File: src/rtl/pipe_stage_reg.sv
// -----------------------------------------------------------------------------
// pipe_stage_reg
//
// Parametrised pipeline boundary register. Carries LANES payload lanes of
// DATA_W bits plus one shared valid bit between two pipeline stages. The
// hazard unit drives en (0 = stall/hold) and flush (insert a bubble). A
// saturating monitor counts consecutive stall cycles of valid content and
// raises a sticky stall_timeout once STALL_LIMIT is reached.
//
// Optional feature macro: PIPE_STAGE_PERF_EN
//   When defined, adds flush_count and bubble_cycles performance counters.
//
// Parameters
//   DATA_W      payload width per lane
//   LANES       number of payload lanes
//   NOP_VALUE   value loaded into every lane on flush or reset
//   STALL_LIMIT consecutive stall cycles that trip stall_timeout (1..255)
//
// Ports
//   clk            in   rising-edge clock
//   rst            in   synchronous, active-low reset
//   en             in   write enable; 0 holds current contents
//   flush          in   insert a bubble (beats en=0)
//   valid_in       in   upstream stage holds a real instruction
//   d              in   packed lane payloads, lane i = d[i*DATA_W +: DATA_W]
//   q              out  registered payloads, same packing
//   valid_out      out  registered valid
//   stall_timeout  out  sticky: held stall reached STALL_LIMIT
//   stall_cnt      out  consecutive-stall count, saturates at 255
//   flush_count    out  (PIPE_STAGE_PERF_EN) saturating flush event count
//   bubble_cycles  out  (PIPE_STAGE_PERF_EN) saturating count of cycles
//                       with valid_out = 0
// -----------------------------------------------------------------------------
module pipe_stage_reg #(
    parameter int                 DATA_W      = 32,
    parameter int                 LANES       = 2,
    parameter logic [DATA_W-1:0]  NOP_VALUE   = '0,
    parameter int                 STALL_LIMIT = 15
) (
    input  logic                      clk,
    input  logic                      rst,
    input  logic                      en,
    input  logic                      flush,
    input  logic                      valid_in,
    input  logic [LANES*DATA_W-1:0]   d,
    output logic [LANES*DATA_W-1:0]   q,
    output logic                      valid_out,
    output logic                      stall_timeout,
    output logic [7:0]                stall_cnt
`ifdef PIPE_STAGE_PERF_EN
    ,
    output logic [15:0]               flush_count,
    output logic [15:0]               bubble_cycles
`endif
);

    localparam logic [7:0] LIMIT   = 8'(STALL_LIMIT);
    localparam logic [7:0] CNT_MAX = 8'hFF;

    // Decoded per-cycle action; flush outranks a stall.
    typedef enum logic [1:0] {
        ACT_LOAD   = 2'd0,
        ACT_HOLD   = 2'd1,
        ACT_BUBBLE = 2'd2
    } action_e;

    action_e act;

    logic [LANES-1:0][DATA_W-1:0] lane_q, lane_d;
    logic                         valid_q, valid_d;
    logic [7:0]                   stall_cnt_q, stall_cnt_d;
    logic                         timeout_q, timeout_d;

    always_comb begin
        act = ACT_LOAD;
        if (flush) begin
            act = ACT_BUBBLE;
        end else if (!en) begin
            act = ACT_HOLD;
        end
    end

    // All lanes share one action so a partial update can never happen.
    genvar gi;
    generate
        for (gi = 0; gi < LANES; gi++) begin : g_lane
            assign lane_d[gi] = (act == ACT_BUBBLE) ? NOP_VALUE :
                                (act == ACT_LOAD)   ? d[gi*DATA_W +: DATA_W] :
                                                      lane_q[gi];
        end
    endgenerate

    always_comb begin
        valid_d     = valid_q;
        stall_cnt_d = stall_cnt_q;
        timeout_d   = timeout_q;
        case (act)
            ACT_BUBBLE: begin
                valid_d     = 1'b0;
                stall_cnt_d = '0;
                timeout_d   = 1'b0;
            end
            ACT_HOLD: begin
                // Holding a bubble is harmless and is not counted.
                if (valid_q && (stall_cnt_q != CNT_MAX)) begin
                    stall_cnt_d = stall_cnt_q + 8'd1;
                end
                timeout_d = timeout_q | (stall_cnt_d >= LIMIT);
            end
            default: begin
                valid_d     = valid_in;
                stall_cnt_d = '0;
                timeout_d   = 1'b0;
            end
        endcase
    end

    always_ff @(posedge clk) begin
        if (!rst) begin
            lane_q      <= {LANES{NOP_VALUE}};
            valid_q     <= 1'b0;
            stall_cnt_q <= '0;
            timeout_q   <= 1'b0;
        end else begin
            lane_q      <= lane_d;
            valid_q     <= valid_d;
            stall_cnt_q <= stall_cnt_d;
            timeout_q   <= timeout_d;
        end
    end

    assign q             = lane_q;
    assign valid_out     = valid_q;
    assign stall_cnt     = stall_cnt_q;
    assign stall_timeout = timeout_q;

`ifdef PIPE_STAGE_PERF_EN
    logic [15:0] flush_cnt_q, flush_cnt_d;
    logic [15:0] bubble_q, bubble_d;

    always_comb begin
        flush_cnt_d = flush_cnt_q;
        bubble_d    = bubble_q;
        if (flush && (flush_cnt_q != 16'hFFFF)) begin
            flush_cnt_d = flush_cnt_q + 16'd1;
        end
        // Counts the cycle that is ending with an empty stage.
        if (!valid_q && (bubble_q != 16'hFFFF)) begin
            bubble_d = bubble_q + 16'd1;
        end
    end

    always_ff @(posedge clk) begin
        if (!rst) begin
            flush_cnt_q <= '0;
            bubble_q    <= '0;
        end else begin
            flush_cnt_q <= flush_cnt_d;
            bubble_q    <= bubble_d;
        end
    end

    assign flush_count   = flush_cnt_q;
    assign bubble_cycles = bubble_q;
`endif

endmodule

File: config.mk
export PLATFORM = sky130hd
export DESIGN_NAME = pipe_stage_reg
export DESIGN_NICKNAME = d
export VERILOG_FILES = /design/src/rtl/pipe_stage_reg.sv
export SDC_FILE = /design/constraint.sdc
export NUM_CORES = 1
export LEC_CHECK = 0
export CORE_MARGIN = 4
export CORE_UTILIZATION = 39
export DETAILED_ROUTE_END_ITERATION = 12
export GPL_ROUTABILITY_DRIVEN = 1
export HOLD_SLACK_MARGIN = 0.08
export PLACE_DENSITY = 0.91
export SLEW_MARGIN = 15
export SYNTH_ARGS = -nofsm -noshare
export SYNTH_HDL_FRONTEND = slang
export SYNTH_SLANG_ARGS = --single-unit
export TNS_END_PERCENT = 30
File: constraint.sdc
create_clock -name clk -period 1.84 [get_ports clk]
set_input_delay 0.368 -clock clk [delete_from_list [all_inputs] [get_ports clk]]
set_output_delay 0.368 -clock clk [all_outputs]
set_load 0.03 [all_outputs]
== Word level (Yosys, flattened, before mapping) ==
Index checks and enable logic that the tools add are counted.
Storage, ports and cells
  logic and storage cells: 21
  register bits: 74
  input port bits: 69
  output and inout port bits: 74
Operators by class
  $lt $le $gt $ge: 1
  eq/ne operators: 3
  reduce and logical (&&, ||, !) cells: 4
  mux-type cells: 5
  bitwise gates (word level): 2
  add/subtract/negate cells: 1
Operators with widths (count)
  $mux W8: 2
  $add A8 B1 Y8 const B: 1
  $ge A8 B4 Y1 const B: 1
  $ne A8 B8 Y1 const B: 1
  $eq A2 B1 Y1 const B: 1
  $eq A2 B2 Y1 const B: 1
  $logic_not A2 Y1: 1
  $mux W2: 1
  $pmux W1 S2: 1
  $reduce_and A2 Y1: 1
  $reduce_or A2 Y1: 1
  $logic_and A1 B1 Y1: 1
  $mux W1: 1
  $not A1 Y1: 1
  $or A1 B1 Y1: 1

== Logic depth before layout (Yosys ltp) ==
Gate-level depths: netlist of run 1.
  word-level depth: 6
  gate-level depth with buffers: 6
  depth with buffers taken out: 6

== Worst setup path before layout of run 1 ==
OpenSTA, ideal clock, no wires.
  path type: flip-flop to flip-flop
  from: register stall_cnt_q[0] (netlist: stall_cnt[0])
  to: register stall_cnt_q[5] (netlist: stall_cnt[5])
  cell stages (with the launch flop): 7
  clock period less this slack: 1837 ps
  buffers on the path: 0
  library setup time: 125 ps
  setup slack: 3 ps
  arrival: 1711 ps
  data required time: 1715 ps
  cell sequence: dfxtp_1 ha_1 nand3_2 o31ai_4 or3_1 xor2_1 nor2_1
Between the ends
  cells in the longest elaborated chain, start to end: 4
  elaborated cells between the ends (all ways): 5
  classes of those cells: 1 x add/sub; 1 x eq/ne; 2 x mux; 1 x reduce/logical
Ends and longest elaborated chain
  start, declared: line 71  | logic [7:0] stall_cnt_q, stall_cnt_d;
  start signal, assigned: line 127  | stall_cnt_q <= stall_cnt_d;
  branches (longest 2 deep; another with $add A8 B1 Y8)
  $mux W8 *: line 105  | if (valid_q && (stall_cnt_q != CNT_MAX)) begin
  $mux W8 *: line 97  | case (act)
Every way passes the cells marked *. The select of a mux whose other input is x is not followed.
A chain may end at the register's enable or synchronous reset.

== Worst setup path in the final report of run 1 ==
  from: register timeout_q (netlist: stall_timeout)
  to: output stall_timeout
RTL lines
  start, declared: line 72  | logic timeout_q, timeout_d;
  start signal, assigned: line 128  | timeout_q <= timeout_d;
  end, declared: line 48  | output logic stall_timeout,
No word-level cell between the ends.

==> flow_metrics.tcl, run 1 <==
set metrics [dict create \
    initial_cell_density_of_the_core_pct 40.60 \
    final-hold-violation-count 0 \
    cap_violations 0 \
    static-leakage-power_nw 1.843 \
    pin_count 143 \
    synth_area_leaders "dfxtp_1 (53%), mux2i_1 (24%), nor2_1 (10%)" \
    grt_most_used_layer "met2" \
    critical_path.reg2reg.startpoint "stall_cnt[0]$_SDFF_PN0_" \
    worst_ep_required_time_ns 1.47 \
    design.die.area_um2 8568 \
    final_max_slew_viol_count 0 \
    setup.worst_path.end_class "output port" \
    post-dp-hpwl_um 5569 \
    setup-violations-final 0 \
    syn-mean-instance-area_um2 10.25 \
    fp.dieH_um 92.57 \
    synth-seq-area-share_pct 53.12 \
    post_route_drc_violation_count 0 \
    rsz0062_at_grt "no" \
    grt_pass1_wl_um 12010 \
    cp-start-kind "flip-flop" \
    min_setup_slack_post_route_ns 0.1117 \
    yosysTopAreaCell "dfxtp_1" \
    synthesis.area_um2 2789 \
    grt_start_max_net_pins 66 \
    timing.hold.worst.class "in2reg" \
    cts_post_setup_buffers_inserted 0 \
    total_negative_slack_ns 0 \
    finalClockSkew_ns 0.003320 \
    area_inside_the_core_boundary_um2 6869 \
    port_buffers 142 \
    cts-htree-levels 3 \
    final_routed_wirelength_across_all_metal_layers_um 7495 \
    gr_util_met2_pct 30.51 \
    result_of_the_run "finished clean" \
    yosys.area.top_type_share_pct 53.12 \
    period_share_pct 93.93 \
    synth-seq-cells 74 \
    path_buf_inv 1 \
    grt.met3_usage_pct 4.630 \
    dpl.cell_count 498 \
    grt_antenna_before_repair 0 \
    yosysUniqueCellTypes 30 \
    worstSetupPathType "reg2out" \
    gr-usage-met1_pct 20.29 \
    cts.sinks 74 \
    globalRoute.totalOverflow 0 \
    clockBufferDepth 2 \
    synth-edff-count 0 \
    hold-worst-slack_ns 0.4146 \
    synth_top_flop_cell "dfxtp_1" \
    drt_first_iter_violations 40 \
    peakVddDrop_v 0.0003948 \
    drt_pre_antenna_iters 4 \
    row_count 30 \
    wl_per_cell_um 14.64 \
    max_slew.worst_pin.slew_ns 0.6563 \
    cts_tree "yes" \
    routabilityCongestion 0.9474 \
    power.total_mw 3.191 \
    layout_min_cycle_time_ns 1.728 \
    critical_path.cell_chain "clkdlybuf4s50_1" \
    worst_hold_path_ep "stall_cnt[0]$_SDFF_PN0_" \
    layout.nets 483 \
    globalRouteTotalUtil_pct 17.15 \
    power-per-cell-area_nw_per_um2 716.9 \
    grt_pass1_vias 2514 \
    asyncSetResetFlopFracSynth_pct 0 \
    layout.cells.non_filler 512 \
    worst_path_dominant_cell_family "buffers and inverters" \
    worstHoldStart "en" \
    worst_r2r_path_depth 6 \
    die_wd_um 92.57 \
    via_per_inst 4.721 \
    worstHoldPathCells 3 \
    clk_latency_ns 0.32 \
    mappedNetlistNets 342 \
    syn2layout_area_growth_pct 59.62 \
    fill_cells 583 \
    rrSetupSlack_ns 0.12 \
    timing.slew.headroom_pct 56.25 \
    clk_pin_slew_ns 0.07 \
    critical_path_peak_fanout 2 \
    route.vias.total 2417 \
    r2r_end "stall_timeout$_SDFF_PN0_" \
    place_ws_ns 0.06382 \
    route.antenna.remaining_nets 0 \
    cts_inserted_buffers 9 \
    worst_path_largest_cell_delay_ns 0.69 \
    yosysWarnings 0 \
    yosys-top-cells-count "dfxtp_1 (74), nor2_1 (74), mux2i_1 (66)" \
    drive_above_1_share_pct 6.250 \
    cpMaxStageDelayCell "clkdlybuf4s50_1" \
    ctsRootBufferMaster "clkbuf_8" \
    synthCells 272 \
    worst-endpoint-arrival_ns 1.36 \
    achievable-frequency_mhz 578.6 \
    antennaDiodeCount 0 \
]
-- area by class of cell --
type                    count  area (µm²)  share of cell area, %
well taps                  96       120.1                  2.698
repair buffers            147        1463                  32.86
clock buffers              11       131.4                  2.951
clock inverters             3       18.77                 0.4216
flip-flops and latches     74        1481                  33.28
inverters                   4       15.01                 0.3373
multi-input cells         177        1222                  27.46
-- sequential cells by signal, summed over array words and instances, names as in the netlist --
register       flops
stall_cnt          8
q                 64
stall_timeout      1
valid_out          1
-- worst max path at each step --
| stage | from | to | cells past startpoint | slack (ns) |
|---|---|---|---|---|
| floorplan | stall_cnt[0]$_SDFF_PN0_ | stall_cnt[5]$_SDFF_PN0_ | 6 | 0.003 |
| global placement | flush | q[22]$_SDFFE_PP0N_ | 4 | 0.11 |
| detailed placement | flush | q[15]$_SDFFE_PP0N_ | 4 | 0.06 |
| CTS | stall_cnt[1]$_SDFF_PN0_ | stall_cnt[1] | 1 | 0.06 |
| global route | stall_cnt[0]$_SDFF_PN0_ | stall_timeout$_SDFF_PN0_ | 6 | 0.02 |
| finish | stall_timeout$_SDFF_PN0_ | stall_timeout | 1 | 0.11 |
-- cell families (layout without fill, tap and decap cells) --
logic type / Yosys count / in the layout / share of synthesized area, %
compound gates: 10 / 10 / 3.185
xor+xnor: 5 / 5 / 1.570
fa+ha+maj: 1 / 1 / 0.4486
buf+inv: 21 / 165 / 3.230
flops: 74 / 74 / 53.12
mux: 66 / 66 / 23.69
simple gates: 95 / 95 / 14.76
-- metal layers --
layer	vias to the layer above	wire length (µm)
li1	1186	-
met1	1134	3046
met2	92	3845
met3	5	557
met4	0	45
met5	-	0
-- placed cells by master, fill, tap and decap left out, types with 2 or more instances in the layout --
| master | count |
|---|---|
| xor2_1 | 2 |
| nand3_1 | 4 |
| dfxtp_1 | 74 |
| nor3_1 | 2 |
| clkinv_2 | 2 |
| or3_1 | 2 |
| inv_1 | 4 |
| clkdlybuf4s50_1 | 133 |
| nand2_1 | 2 |
| clkbuf_1 | 2 |
| and3_1 | 2 |
| a21oi_1 | 2 |
| nor2_1 | 74 |
| o21ai_0 | 2 |
| dlygate4sd2_1 | 7 |
| clkbuf_8 | 9 |
| buf_4 | 5 |
| xnor2_1 | 3 |
| a211oi_2 | 2 |
| nand4_1 | 2 |
| mux2i_1 | 66 |
-- through the flow --
step                area, µm²  utilization (%)
floorplan                2789                -
global placement         4305            62.68
detailed placement       4305            62.68
CTS                      4447            64.74
global route             4452            64.81
finish                   4452            64.81
-- where the power goes --
part           internal [mW]  switching [mW]  leakage (nW)
registers               1.65          0.0252         0.602
logic                  0.280           0.231          1.16
clock network          0.474           0.534        0.0790
-- repair_timing --
action | in CTS | in global routing
resized for setup | 7 | 2
hold buffers | 0 | 0
endpoints found under the setup margin | 7 | 2
cloned | 0 | 0
hold endpoints to repair | 0 | 0
pin swaps | 0 | 1
(Power assumes the default switching activity.)
==> inputs of run 2 (changes only) <==
ABC_CLOCK_PERIOD_IN_PS = 1840   (was unset)
SLEW_MARGIN = 25   (was 15)
==> results of run 2 <==
No change in the layout: final DEF, timing and power equal those of run 1.
